**src/rtl/lsu_mem_arb.sv**
```systemverilog
// lsu_mem_arb: round-robin arbiter sharing one memory port between LSU loads and committed stores
// Ports:
//   clk, rst                   clock and synchronous active-high reset
//   ld_req_*                   load request (addr, ROB tag) with ready handshake
//   ld_resp_*                  one-cycle load completion pulse with tag and data
//   st_req_*                   store request (addr, data) with ready handshake
//   mem_req_*                  single outstanding memory request (we, addr, wdata)
//   mem_resp_*                 memory read data return
//   busy                       transaction in progress
//   timeout_err                sticky flag, a read got no response within RD_TIMEOUT cycles
module lsu_mem_arb #(
    parameter int ADDR_W     = 32,
    parameter int DATA_W     = 32,
    parameter int ROB_W      = 6,
    parameter int RD_TIMEOUT = 255
) (
    input  logic              clk,
    input  logic              rst,
    input  logic              ld_req_valid,
    output logic              ld_req_ready,
    input  logic [ADDR_W-1:0] ld_req_addr,
    input  logic [ROB_W-1:0]  ld_req_rob,
    output logic              ld_resp_valid,
    output logic [ROB_W-1:0]  ld_resp_rob,
    output logic [DATA_W-1:0] ld_resp_data,
    input  logic              st_req_valid,
    output logic              st_req_ready,
    input  logic [ADDR_W-1:0] st_req_addr,
    input  logic [DATA_W-1:0] st_req_data,
    output logic              mem_req_valid,
    input  logic              mem_req_ready,
    output logic              mem_req_we,
    output logic [ADDR_W-1:0] mem_req_addr,
    output logic [DATA_W-1:0] mem_req_wdata,
    input  logic              mem_resp_valid,
    input  logic [DATA_W-1:0] mem_resp_data,
    output logic              busy,
    output logic              timeout_err
);
    localparam int CNT_W = $clog2(RD_TIMEOUT + 1);
    typedef enum logic [1:0] {IDLE, REQ, RD_WAIT} state_t;
    state_t state, state_nxt;
    logic last_st;
    logic [ROB_W-1:0] rob_q;
    logic [CNT_W-1:0] cnt;
    logic grant_st, grant_ld, resp_hit, expired;
    // A same-address conflict always favours the store so the load observes the committed value.
    assign grant_st = st_req_valid && (!ld_req_valid || ld_req_addr == st_req_addr || !last_st);
    assign grant_ld = ld_req_valid && !grant_st;
    assign ld_req_ready = state == IDLE && grant_ld;
    assign st_req_ready = state == IDLE && grant_st;
    assign mem_req_valid = state == REQ;
    assign busy = state != IDLE;
    assign resp_hit = state == RD_WAIT && mem_resp_valid;
    // Expiry fires in the RD_TIMEOUT-th silent RD_WAIT cycle; a response in that cycle wins.
    assign expired = state == RD_WAIT && !mem_resp_valid && cnt == CNT_W'(RD_TIMEOUT - 1);
    always_ff @(posedge clk) begin
        if (rst) state <= IDLE;
        else     state <= state_nxt;
    end
    always_comb begin
        state_nxt = state;
        unique case (state)
            IDLE:    state_nxt = (grant_ld || grant_st) ? REQ : IDLE;
            REQ:     state_nxt = !mem_req_ready ? REQ : (mem_req_we ? IDLE : RD_WAIT);
            RD_WAIT: state_nxt = (resp_hit || expired) ? IDLE : RD_WAIT;
            default: state_nxt = IDLE;
        endcase
    end
    always_ff @(posedge clk) begin
        if (rst) begin
            last_st       <= 1'b1;
            mem_req_we    <= 1'b0;
            mem_req_addr  <= '0;
            mem_req_wdata <= '0;
            rob_q         <= '0;
            cnt           <= '0;
            ld_resp_valid <= 1'b0;
            ld_resp_rob   <= '0;
            ld_resp_data  <= '0;
            timeout_err   <= 1'b0;
        end else begin
            ld_resp_valid <= resp_hit || expired;
            if (resp_hit) begin
                ld_resp_rob  <= rob_q;
                ld_resp_data <= mem_resp_data;
            end else if (expired) begin
                ld_resp_rob  <= rob_q;
                ld_resp_data <= '0;
                timeout_err  <= 1'b1;
            end
            if (ld_req_ready) begin
                last_st      <= 1'b0;
                mem_req_we   <= 1'b0;
                mem_req_addr <= ld_req_addr;
                rob_q        <= ld_req_rob;
            end
            if (st_req_ready) begin
                last_st       <= 1'b1;
                mem_req_we    <= 1'b1;
                mem_req_addr  <= st_req_addr;
                mem_req_wdata <= st_req_data;
            end
            if (state == REQ && mem_req_ready) cnt <= '0;
            else if (state == RD_WAIT && !mem_resp_valid) cnt <= cnt + 1'b1;
        end
    end
endmodule

```
**config.mk**
```make
export PLATFORM = sky130hd
export DESIGN_NAME = lsu_mem_arb
export DESIGN_NICKNAME = d
export VERILOG_FILES = /design/src/rtl/lsu_mem_arb.sv
export SDC_FILE = /design/constraint.sdc
export NUM_CORES = 1
export LEC_CHECK = 0
export BUFFER_PORTS_ARGS = -buffer_cell sky130_fd_sc_hd__buf_2
export CORE_MARGIN = 3
export CORE_UTILIZATION = 47
export CTS_CLUSTER_DIAMETER = 100
export DETAILED_ROUTE_END_ITERATION = 12
export PLACE_DENSITY = 0.8
export SLEW_MARGIN = 40
export SYNTH_ARGS = -nofsm -noshare
export SYNTH_HDL_FRONTEND = slang
export SYNTH_SLANG_ARGS = --single-unit
```
**constraint.sdc**
```tcl
create_clock -name clk -period 2.31 [get_ports clk]
set_input_delay 0.1155 -clock clk [delete_from_list [all_inputs] [get_ports clk]]
set_output_delay 0.1155 -clock clk [all_outputs]
set_load 0.01 [all_outputs]
```
# == Word level (Yosys, flattened, before mapping) ==
# Index checks and enable logic that the tools add are counted.
# word_totals
memories,0
ram_bits,0
latchBits,0
mem_bits_ro,0
reg_bits,122
wordCells,53
# classes
n_lt_le_gt_ge,0
reduce_logical,23
mux,13
bitwise_logic,1
shift,0
eq_ne,4
mul,0
n_addsub,1
div,0
# ops
operator,n
$mux W32,4
$eq A32 B32 Y1,1
$mux W6,2
$add A8 B1 Y8 const B,1
$eq A8 B8 Y1 const B,1
$logic_and A1 B1 Y1,8
$mux W2,3
$pmux W2 S3,1
$reduce_bool A2 Y1,3
$logic_not A1 Y1,4
$logic_or A1 B1 Y1,4
$reduce_or A2 Y1,2
$mux W1,3
$eq A2 B1 Y1 const B,1
$eq A2 B2 Y1 const B,1
$logic_not A2 Y1,1
$reduce_and A2 Y1,1
$not A1 Y1,1

# == Logic depth before layout (Yosys ltp) ==
# Gate-level depths: netlist of run 1.
# logic_depth
word_depth,9
mapped_depth,8

# == Worst setup path before layout of run 1 ==
# OpenSTA, ideal clock, no wires.
# synth_timing
path_kind,register to register
startpoint,register state[1]
endpoint,register ld_resp_rob[5]
setup_time_ps,132
path_slack_ps,680
arrival_ps,1498
path_buffers,2
path_stages_with_launch,9
required_ps,2178
cell_sequence,dfxtp_1 > buf_4 > nor3b_4 > and2_1 > nand4_4 > and2_1 > clkbuf_1 > nand2_1 > a21oi_1
# synth_via
elab_chain_cells,4
word_cells_on_any_way,6
classes_between,1 x eq/ne; 1 x mux; 4 x reduce/logical
# synth_lines
item,line_no,source
start: declaration,42,"state_t state, state_nxt;"
start signal: assignment,59,else state <= state_nxt;
$eq A2 B2 Y1 (*),"54, 56",
$logic_and A1 B1 Y1 (2 in series),56,assign expired = state == RD_WAIT && !mem_resp_valid && cnt == CNT_W'(RD_TIMEOUT - 1);
$reduce_bool A2 Y1 (no source line),--,
end signal: assignment,85,ld_resp_rob <= rob_q;
end signal: assignment,88,ld_resp_rob <= rob_q;
end: declaration,24,"output logic [ROB_W-1:0] ld_resp_rob,"
# Every way passes the cells marked *; elsewhere a longest branch is shown, timed or not.
# A chain may end at the register's enable or synchronous reset.

# == Worst setup path in the final report of run 1 ==
# layout_timing
startpoint,input port ld_req_addr[11]
endpoint,output port st_req_ready
# layout_via
elab_chain_cells,5
# layout_lines
item,line_no,source
start: declaration,21,"input logic [ADDR_W-1:0] ld_req_addr,"
$eq A32 B32 Y1,48,assign grant_st = st_req_valid && (!ld_req_valid || ld_req_addr == st_req_addr || !last_st);
$logic_or A1 B1 Y1 (2 in series),48,
$logic_and A1 B1 Y1,48,
$logic_and A1 B1 Y1,51,assign st_req_ready = state == IDLE && grant_st;
end: declaration,27,"output logic st_req_ready,"
# Every way passes these cells.

==> impl_metrics.csv, run 1 <==
group,metric,value,unit
synthesis,syn_avg_cell_area,8.23,um^2
sta,finClkSkew,0.0111,ns
die,dieWidth,114,um
synthesis,synth_warnings,0,
cts,root_buffer,"clkbuf_16",
cts,cts_buffers,17,
cts,h-tree-depth,4,
sta,tightestPinTransition,0.610,ns
power,power_leakage,3.62,nW
synthesis,ys.flop_type,"dfxtp_1",
die,start_util,49.3,%
layout,nets,1114,
place,dp_hpwl,11.1,mm
sta,hold_ws,0.0114,ns
die,die_h,114,um
die,coreArea,11100,um^2
setup_path,worst_setup_path_start_kind,"primary input",
synthesis,synthArstFlopShare,0,%
sta,layout_worst_path_cycle_share,92.7,%
setup_path,cp_max_fo,14,
routing,drtIter0Drc,528,
die,rows,38,
setup_path,r2r_cells,6,
synthesis,syn-num-nets,809,
sta,hold_violations,0,
cts,cts_setup_buffers,0,
power,powerDensity,728,nW/um^2
worst_hold_path,hold_path_depth,3,
layout,drive_above_1_share,30.8,%
worst_hold_path,min_from,"ld_req_addr[3]",
routing,routed_wl,18.4,mm
die,num_io_pins,249,
layout,multiInputGateArea,2830,um^2
sta,setup_viol,0,
worst_hold_path,hold_path_end,"mem_req_addr[3]",
routing,first_pass_iters,6,
layout,nFillCells,809,
cts,clk_latency,0.41,ns
grt,antenna_found_initial,0,
layout,area_growth,50.2,%
cts,cts_tree,"yes",
grt,grt_overflow,0,
routing,ant_nets,0,
cts,clk_pin_slew_worst_paths,0.06,ns
cts,cts_sinks,122,
sta,period_minus_slack,2.14,ns
sta,max_freq,0.467,GHz
routing,dr_total_vias,6027,
synthesis,synth.distinct_cells,35,
sta,finalSetupTns,0,ns
power,vdd_ir_drop_max,0.443,mV
setup_path,rr_startpoint,"state[1]",
setup_path,r2r_setup_slack,0.34,ns
synthesis,synth-edff-count,0,
setup_path,crit_start,"ld_req_addr[11]",
layout,regArea,2440,um^2
setup_path,crit_arrival,2.03,ns
place,port_buffers,248,
sta,slew_headroom,59.3,%
setup_path,required,2.19,ns
die,die_area,13000,um^2
place,routabilityCongestion,0.915,
setup_path,path_class,"in2out",
grt,grt_max_degree,96,
setup_path,worstSetupEndpointType,"output port",
sta,rsz0062_at_grt,"false",
synthesis,ys_seq_elements,122,
routing,remaining_drc_errors,0,
status,outcome,"completed",
synthesis,synthCells,667,
sta,slew_violations,0,
routing,wire_per_inst,16.3,um
setup_path,reg2reg_to,"ld_resp_rob[3]",
synthesis,yosysSeqAreaShare,44.5,%
synthesis,syn_area,5490,um^2
cts,cts_buffer_depth,2,
grt,grt_use_total,27.1,%
routing,vias_per_cell,5.35,
job,max_cap_viol_count,0,
grt,first_global_vias,5939,
worst_hold_path,min_path_type,"in2reg",
grt,grt_pass1_wl,28.6,mm
[layout by cell type, fill, tap and decap left out, types with 2 or more instances in the layout]
cell           count
xnor2_1           35
and2_1             2
nand3_1           35
buf_12             3
o21ai_1            4
nand4_1            8
dfxtp_1          122
bufinv_16          3
a211oi_1           2
buf_2            247
ha_1               2
xor2_1             4
a22oi_1           32
o21ai_0           93
nand2_1           85
and3_1             3
nand2b_1          44
inv_6              6
nor2b_1           33
mux2i_1            6
a21oi_1           74
dlygate4sd3_1     76
clkbuf_16         17
buf_4             12
clkinv_4           4
nor2_1            12
inv_1              5
[worst max path at each step]
stage	to	depth (start not counted)	slack, ns
after floorplan	ld_resp_rob[5]	8	0.68
after global placement	mem_req_addr[0]	8	0.32
after detailed placement	mem_req_wdata[9]	8	0.22
after CTS	st_req_ready	9	0.04
after global routing	st_req_ready	9	0.002
final	st_req_ready	9	0.17
[state kept, by name, summed over array words and instances, names as in the netlist]
| signal | cells |
|---|---|
| last_st | 1 |
| ld_resp_data | 32 |
| timeout_err | 1 |
| ld_resp_valid | 1 |
| ld_resp_rob | 6 |
| cnt | 8 |
| mem_req_wdata | 32 |
| state | 2 |
| mem_req_addr | 32 |
| mem_req_we | 1 |
| rob_q | 6 |
[cells in the mapped netlist (2+ instances only)]
library cell  instances  area share [%]
inv_1                 5            0.34
nand2b_1             44             5.0
xor2_1                4            0.64
clkbuf_1             36             2.5
a21oi_1              74             6.7
o21ai_1               4            0.36
nor2_1               12            0.82
buf_2                11             1.0
buf_6                 4            0.82
xnor2_1              35             5.6
and2_1                2            0.23
nand3_1              35             3.2
a22oi_1              32             4.4
dfxtp_1             122              44
a211oi_1              2            0.27
nand4_1               8            0.91
mux2i_1               6             1.1
nor2b_1              34             3.9
ha_1                  2            0.46
o21ai_0              93             8.5
nor3_1                2            0.18
nand2_1              85             5.8
and3_1                3            0.34
[report_power, final]
part	switching [mW]	internal [mW]	total, mW
Sequential	0.0753	2.22	2.29
Clock	1.06	1.75	2.82
Combinational	0.468	0.426	0.893
Total	1.61	4.40	6.00
[layer usage]
metal | routed length (um) | up-vias | global-route usage, %
li1 | - | 2894 | -
met1 | 7080 | 2774 | 31.6
met2 | 9150 | 310 | 47.5
met3 | 1610 | 49 | 6.40
met4 | 561 | 0 | 11.6
met5 | 0 | - | 0
[kinds of logic after synthesis]
logic type | synth area share [%]
adder cells (fa/ha/maj) | 0.456
buffers and inverters | 4.76
flip-flops | 44.5
AO/OA/AOI/OAI | 20.9
XOR/XNOR | 6.22
multiplexers | 1.09
AND/OR/NAND/NOR | 22.1
[worst max-delay path, stage by stage]
cell and delay (ns):
dlygate4sd3_1 0.54, buf_2 0.13, xnor2_1 0.14, nand4_1 0.15, nor4_4 0.32, a32oi_4 0.16, nand2b_4 0.25, inv_1 0.08
buf_2 0.12
[layout make-up]
cell class	count	area share, %
Tap cell	140	2.12
Clock buffer	18	5.33
Sequential cell	122	29.6
Antenna cell	1	0.0304
Clock inverter	14	2.25
Inverter	5	0.228
Timing Repair Buffer	338	26.0
Multi-Input combinational cell	488	34.4
[per-stage QoR]
| step | cells | area [um^2] | utilization [%] | power [mW] | setup WS (ns) |
|---|---|---|---|---|---|
| 6_report | 1126 | 8240 | 74.1 | 6.00 | 0.169 |
| 3_3_place_gp | 1017 | 6840 | 61.4 | 3.09 | 0.318 |
| 3_5_place_dp | 1017 | 6840 | 61.4 | 3.10 | 0.221 |
| 5_1_grt | 1125 | 8240 | 74.1 | 6.21 | 0.00212 |
| 2_1_floorplan | 667 | 5490 | - | 2.75 | 0.680 |
| 4_1_cts | 1125 | 8220 | 73.9 | 5.99 | 0.0419 |
[what timing repair did]
item	in CTS	in global routing
endpoints found under the hold margin	76	0
hold buffers	76	0
resized for setup	0	3
setup endpoints to repair	0	2
(Power assumes the default switching activity.)
==> run 2: changes to the inputs <==
CAP_MARGIN = 30   (was default)
REMOVE_ABC_BUFFERS = 1   (was default)
==> run 2 against run 1 <==
Against the previous run:
- first-iteration DRC count shrank 4.4%
- sequential share of layout area grew 0.19 points
- sequential power is essentially flat
- critical path depth shrank 3
- largest power group unchanged
- flip-flop and latch count is the same
- critical path type is now reg2out
- total power grew 1.0%
- clock skew shrank 0.0053 ns
- global-route usage shrank 0.49 points
- highest routed layer unchanged
==> impl_metrics.csv, run 2 (synthesis results as in run 1) <==
group,metric,value,unit
die,start_util,49.3,%
setup_path,cp_max_fo,21,
sta,rsz0062_at_grt,"false",
worst_hold_path,min_from,"ld_req_addr[17]",
routing,dr_total_vias,5993,
sta,tightestPinTransition,0.558,ns
cts,clk_latency,0.40,ns
job,max_cap_viol_count,0,
grt,grt-busiest-layer,"met2",
power,power_leakage,3.59,nW
die,die_h,114,um
cts,cts_resized,0,
grt,grt_overflow,0,
setup_path,r2r_cells,6,
die,coreArea,11100,um^2
routing,wire_per_inst,16.0,um
layout,finish.instance_area,8190,um^2
cts,cts_sinks,122,
sta,setup_viol,0,
sta,finClkSkew,0.00578,ns
place,pre_cts_ws,0.240,ns
layout,utilization,73.6,%
cts,cts_buffers,17,
layout,n_antenna_cell,0,
grt,antenna_found_initial,0,
layout,area_growth,49.2,%
setup_path,worstSetupEndpointType,"output port",
power,report.power.total,6.06,mW
layout,drive_above_1_share,30.6,%
sta,finalSetupTns,0,ns
power,powerDensity,740,nW/um^2
setup_path,r2r_setup_slack,0.39,ns
sta,max_freq,0.474,GHz
cts,cts_tree,"yes",
sta,slew_violations,0,
grt,grt_use_total,26.6,%
place,place_inst,1016,
setup_path,crit_arrival,1.99,ns
sta,period_minus_slack,2.11,ns
grt,first_global_vias,5754,
place,routabilityCongestion,0.859,
cts,root_buffer,"clkbuf_16",
grt,use_met2,47.3,%
worst_hold_path,hold_path_depth,3,
routing,ant_nets,0,
layout,top_regs,"ld_resp_data (32), mem_req_addr (32), mem_req_wdata (32)",
place,port_buffers,248,
layout,finalNonFillerCells,1120,
layout,layout_common_cells,"247 x buf_2, 122 x dfxtp_1, 93 x o21ai_0, 85 x nand2_1, 74 x a21oi_1",
die,num_io_pins,249,
routing,first_pass_iters,5,
routing,drtIter0Drc,505,
routing,remaining_drc_errors,0,
power,vdd_ir_drop_max,0.648,mV
layout,nets,1109,
setup_path,path_class,"reg2out",
cts,cts_buffer_depth,2,
worst_hold_path,min_path_type,"in2reg",
sta,slew_headroom,62.7,%
status,outcome,"completed",
cts,clk_pin_slew_worst_paths,0.06,ns
grt,grt_pass1_wl,28.0,mm
worst_hold_path,hold_path_end,"mem_req_addr[17]",
grt,grtUsageMet3,8.62,%
cts,h-tree-depth,4,
die,rows,38,
place,dp_hpwl,10.9,mm
sta,fin_ws,0.201,ns
routing,routed_wl,17.9,mm
die,dieWidth,114,um
sta,layout_worst_path_cycle_share,91.3,%
die,die_area,13000,um^2
place,place_area,6820,um^2
grt,grt_max_degree,83,
sta,hold_violations,0,
routing,vias_per_cell,5.35,
setup_path,required,2.19,ns
layout,layout_commonest_cell,"buf_2",
setup_path,worst_setup_path_start_kind,"register",
setup_path,rr_startpoint,"state[1]",
sta,hold_ws,0.0154,ns
grt,grt.met1_usage,29.6,%
setup_path,reg2reg_to,"ld_resp_data[19]",
==> run 2: changes by cell type in the layout (fill, tap and decap cells not counted) <==
| cell | delta |
|---|---|
| bufinv_16 | +2 |
| dlygate4sd3_1 | -4 |
| clkinv_2 | +1 |
| inv_6 | -5 |
| nor3_2 | -1 |
| buf_12 | -1 |
| clkbuf_8 | -1 |
| nor3_1 | +1 |
| nor4_2 | +1 |
| clkbuf_1 | +1 |
| clkinvlp_4 | +3 |
| clkinv_4 | -1 |
| nor4_4 | -1 |
| diode_2 | -1 |
==> run 2: final cells by class <==
| class | instances | area, um^2 |
|---|---|---|
| flip-flops and latches | 122 | 2440 |
| well taps | 140 | 175 |
| repair buffers | 333 | 2090 |
| multi-input cells | 488 | 2820 |
| inverters | 5 | 18.8 |
| clock inverters | 14 | 220 |
| clock buffers | 18 | 429 |
| fillers | 788 | 2930 |
==> run 2: power breakdown <==
group	switching, mW	leakage [nW]	internal (mW)
Combinational	0.460	2.29	0.421
Clock	0.971	0.303	1.92
Sequential	0.0749	0.994	2.22
Total	1.51	3.59	4.56
==> run 2: critical path, stage by stage, from the launching register on <==
cell,delay (ns)
dfxtp_1,0.33
nand2_1,0.14
a32oi_4,0.35
nand2b_4,0.36
buf_4,0.22
inv_1,0.05
buf_2,0.14
==> run 2: layer usage <==
| metal | wire length, um | vias to the layer above |
|---|---|---|
| met2 | 8970 | 327 |
| met3 | 1630 | 45 |
| met4 | 427 | 0 |
| li1 | - | 2894 |
| met1 | 6850 | 2727 |
| met5 | 0 | - |
==> run 2: worst max path at each step <==
stage | endpoint | startpoint
after global routing | st_req_ready | st_req_addr[24]
after floorplan | mem_req_wdata[0] | ld_req_addr[5]
after CTS | ld_req_ready | state[0]
after detailed placement | mem_req_addr[6] | st_req_addr[24]
after global placement | st_req_ready | st_req_addr[24]
final | st_req_ready | last_st
==> run 2: what timing repair did <==
item	4_1_cts	5_1_grt
hold buffers	72	0
hold endpoints to repair	72	0
buffers inserted	0	0
==> run 3: changes to the inputs <==
CORE_UTILIZATION = 43   (was 47)
CTS_CLUSTER_SIZE = 40   (was default)
PLACE_DENSITY = 0.77   (was 0.8)
clock period = 1.9 ns   (was 2.31 ns; I/O delays follow)
==> run 3 against run 2 <==
Against the previous run:
- clock-buffer cell count unchanged
- wire length grew 5.6%
- via count rose by 3.9%
- critical path type unchanged
==> impl_metrics.csv, run 3 (synthesis results as in run 1) <==
group,metric,value,unit
sta,tightestPinTransition,0.576,ns
power,power_frac_seq,38.5,%
job,max_cap_viol_count,0,
sta,slew_headroom,61.6,%
cts,h-tree-depth,4,
routing,remaining_drc_errors,0,
worst_hold_path,min_path_type,"in2reg",
sta,finClkSkew,0.00821,ns
setup_path,required,1.80,ns
setup_path,path_class,"reg2out",
setup_path,worstSetupEndpointType,"output port",
layout,layout_common_cells,"247 x buf_2, 122 x dfxtp_1, 104 x dlygate4sd3_1, 93 x o21ai_0, 85 x nand2_1",
cts,cts_tree,"yes",
layout,top_regs,"ld_resp_data (32), mem_req_addr (32), mem_req_wdata (32)",
routing,ant_nets,0,
grt,first_global_vias,6285,
grt,grt_overflow,0,
setup_path,crit_arrival,1.72,ns
power,power.share.clock,44.9,%
power,power_leakage,3.79,nW
grt,antenna_found_initial,0,
power,intPower,5.28,mW
die,rows,40,
routing,dr_total_vias,6225,
cts,clk_pin_slew_worst_paths,0.06,ns
routing,first_pass_iters,5,
sta,period_minus_slack,1.82,ns
layout,utilization,70.6,%
sta,rsz0062_at_grt,"false",
sta,finalSetupTns,0,ns
layout,area_growth,57.6,%
cts,cts_sinks,122,
routing,routed_wl,18.9,mm
die,dieWidth,119,um
place,dp_hpwl,10.8,mm
sta,max_freq,0.550,GHz
sta,setup_viol,0,
die,die_area,14200,um^2
grt,grt_use_total,26.0,%
sta,fin_ws,0.0821,ns
layout,n_antenna_cell,0,
grt,grt_max_degree,69,
sta,slew_violations,0,
cts,cts_buffers,17,
status,outcome,"completed",
cts,root_buffer,"clkbuf_16",
setup_path,crit_start,"last_st",
layout,drive_above_1_share,30.6,%
layout,layout_commonest_cell,"buf_2",
power,switching_share,26.9,%
worst_hold_path,min_from,"ld_req_valid",
layout,nFillCells,899,
place,routabilityCongestion,0.832,
setup_path,worst_setup_path_start_kind,"register",
cts,cts_buffer_depth,2,
place,pre_cts_ws,0.0511,ns
power,powerDensity,835,nW/um^2
die,coreArea,12300,um^2
setup_path,rr_startpoint,"state[1]",
routing,drtIter0Drc,637,
die,start_util,44.8,%
cts,clk_latency,0.41,ns
die,die_h,119,um
die,num_io_pins,249,
sta,layout_worst_path_cycle_share,95.7,%
power,p_sw,1.94,mW
sta,hold_violations,0,
sta,hold_ws,0.0652,ns
place,port_buffers,248,
power,vdd_ir_drop_max,0.479,mV
grt,grt_pass1_wl,30.4,mm
routing,wire_per_inst,15.9,um
setup_path,cp_max_fo,27,
layout,nets,1151,
power,p_comb_share,16.5,%
routing,vias_per_cell,5.23,
## run 3: area by class of cell
type	instances	area, um^2	area share (%)
flip-flops and latches	122	2440	28.2
multi-input cells	488	2830	32.7
repair buffers	375	2560	29.6
clock buffers	18	439	5.07
inverters	5	18.8	0.217
clock inverters	14	160	1.85
well taps	168	210	2.43
## run 3: stage by stage
stage	total power, mW	cell area [um^2]	instances
floorplan	3.27	5250	615
global placement	3.79	6950	1051
detailed placement	3.80	6960	1051
CTS	7.22	8610	1188
global route	7.50	8650	1190
finish	7.22	8650	1190
## run 3: power by group through the flow
stage | registers, mW | clock network (mW) | logic [mW]
final | 2.78 | 3.25 | 1.19
after detailed placement | 2.83 | 0 | 0.973
after global routing | 2.80 | 3.41 | 1.29
after global placement | 2.83 | 0 | 0.961
after floorplan | 2.88 | 0 | 0.388
after CTS | 2.78 | 3.30 | 1.14
## run 3: what timing repair did
action,4_1_cts,5_1_grt
resized for setup,0,2
hold buffers,104,0
endpoints found under the setup margin,2,2
cloned,0,1
endpoints found under the hold margin,106,0
pin swaps,2,2
setup buffers,1,1
## run 3: final timing paths
path                 endpoint  slack [ns]  depth (start not counted)
min                  state[0]        0.07                          3
max              st_req_ready        0.08                          6
min reg2reg       timeout_err        0.45                          2
max reg2reg  ld_resp_data[11]        0.13                          7
## run 3: critical path, stage by stage (launching register included)
cell	delay, ns
dfxtp_1	0.33
nand2_1	0.16
a32oi_4	0.24
nand2b_4	0.21
buf_16	0.18
inv_1	0.05
buf_2	0.13
## run 3: layer usage
| layer | vias to the layer above | track usage (%) | share of wire [%] |
|---|---|---|---|
| met2 | 316 | 44.4 | 49 |
| met5 | - | 0 | 0 |
| met1 | 2872 | 30.2 | 40 |
| li1 | 2986 | - | - |
| met4 | 0 | 11.3 | 2.6 |
| met3 | 51 | 7.64 | 8.5 |
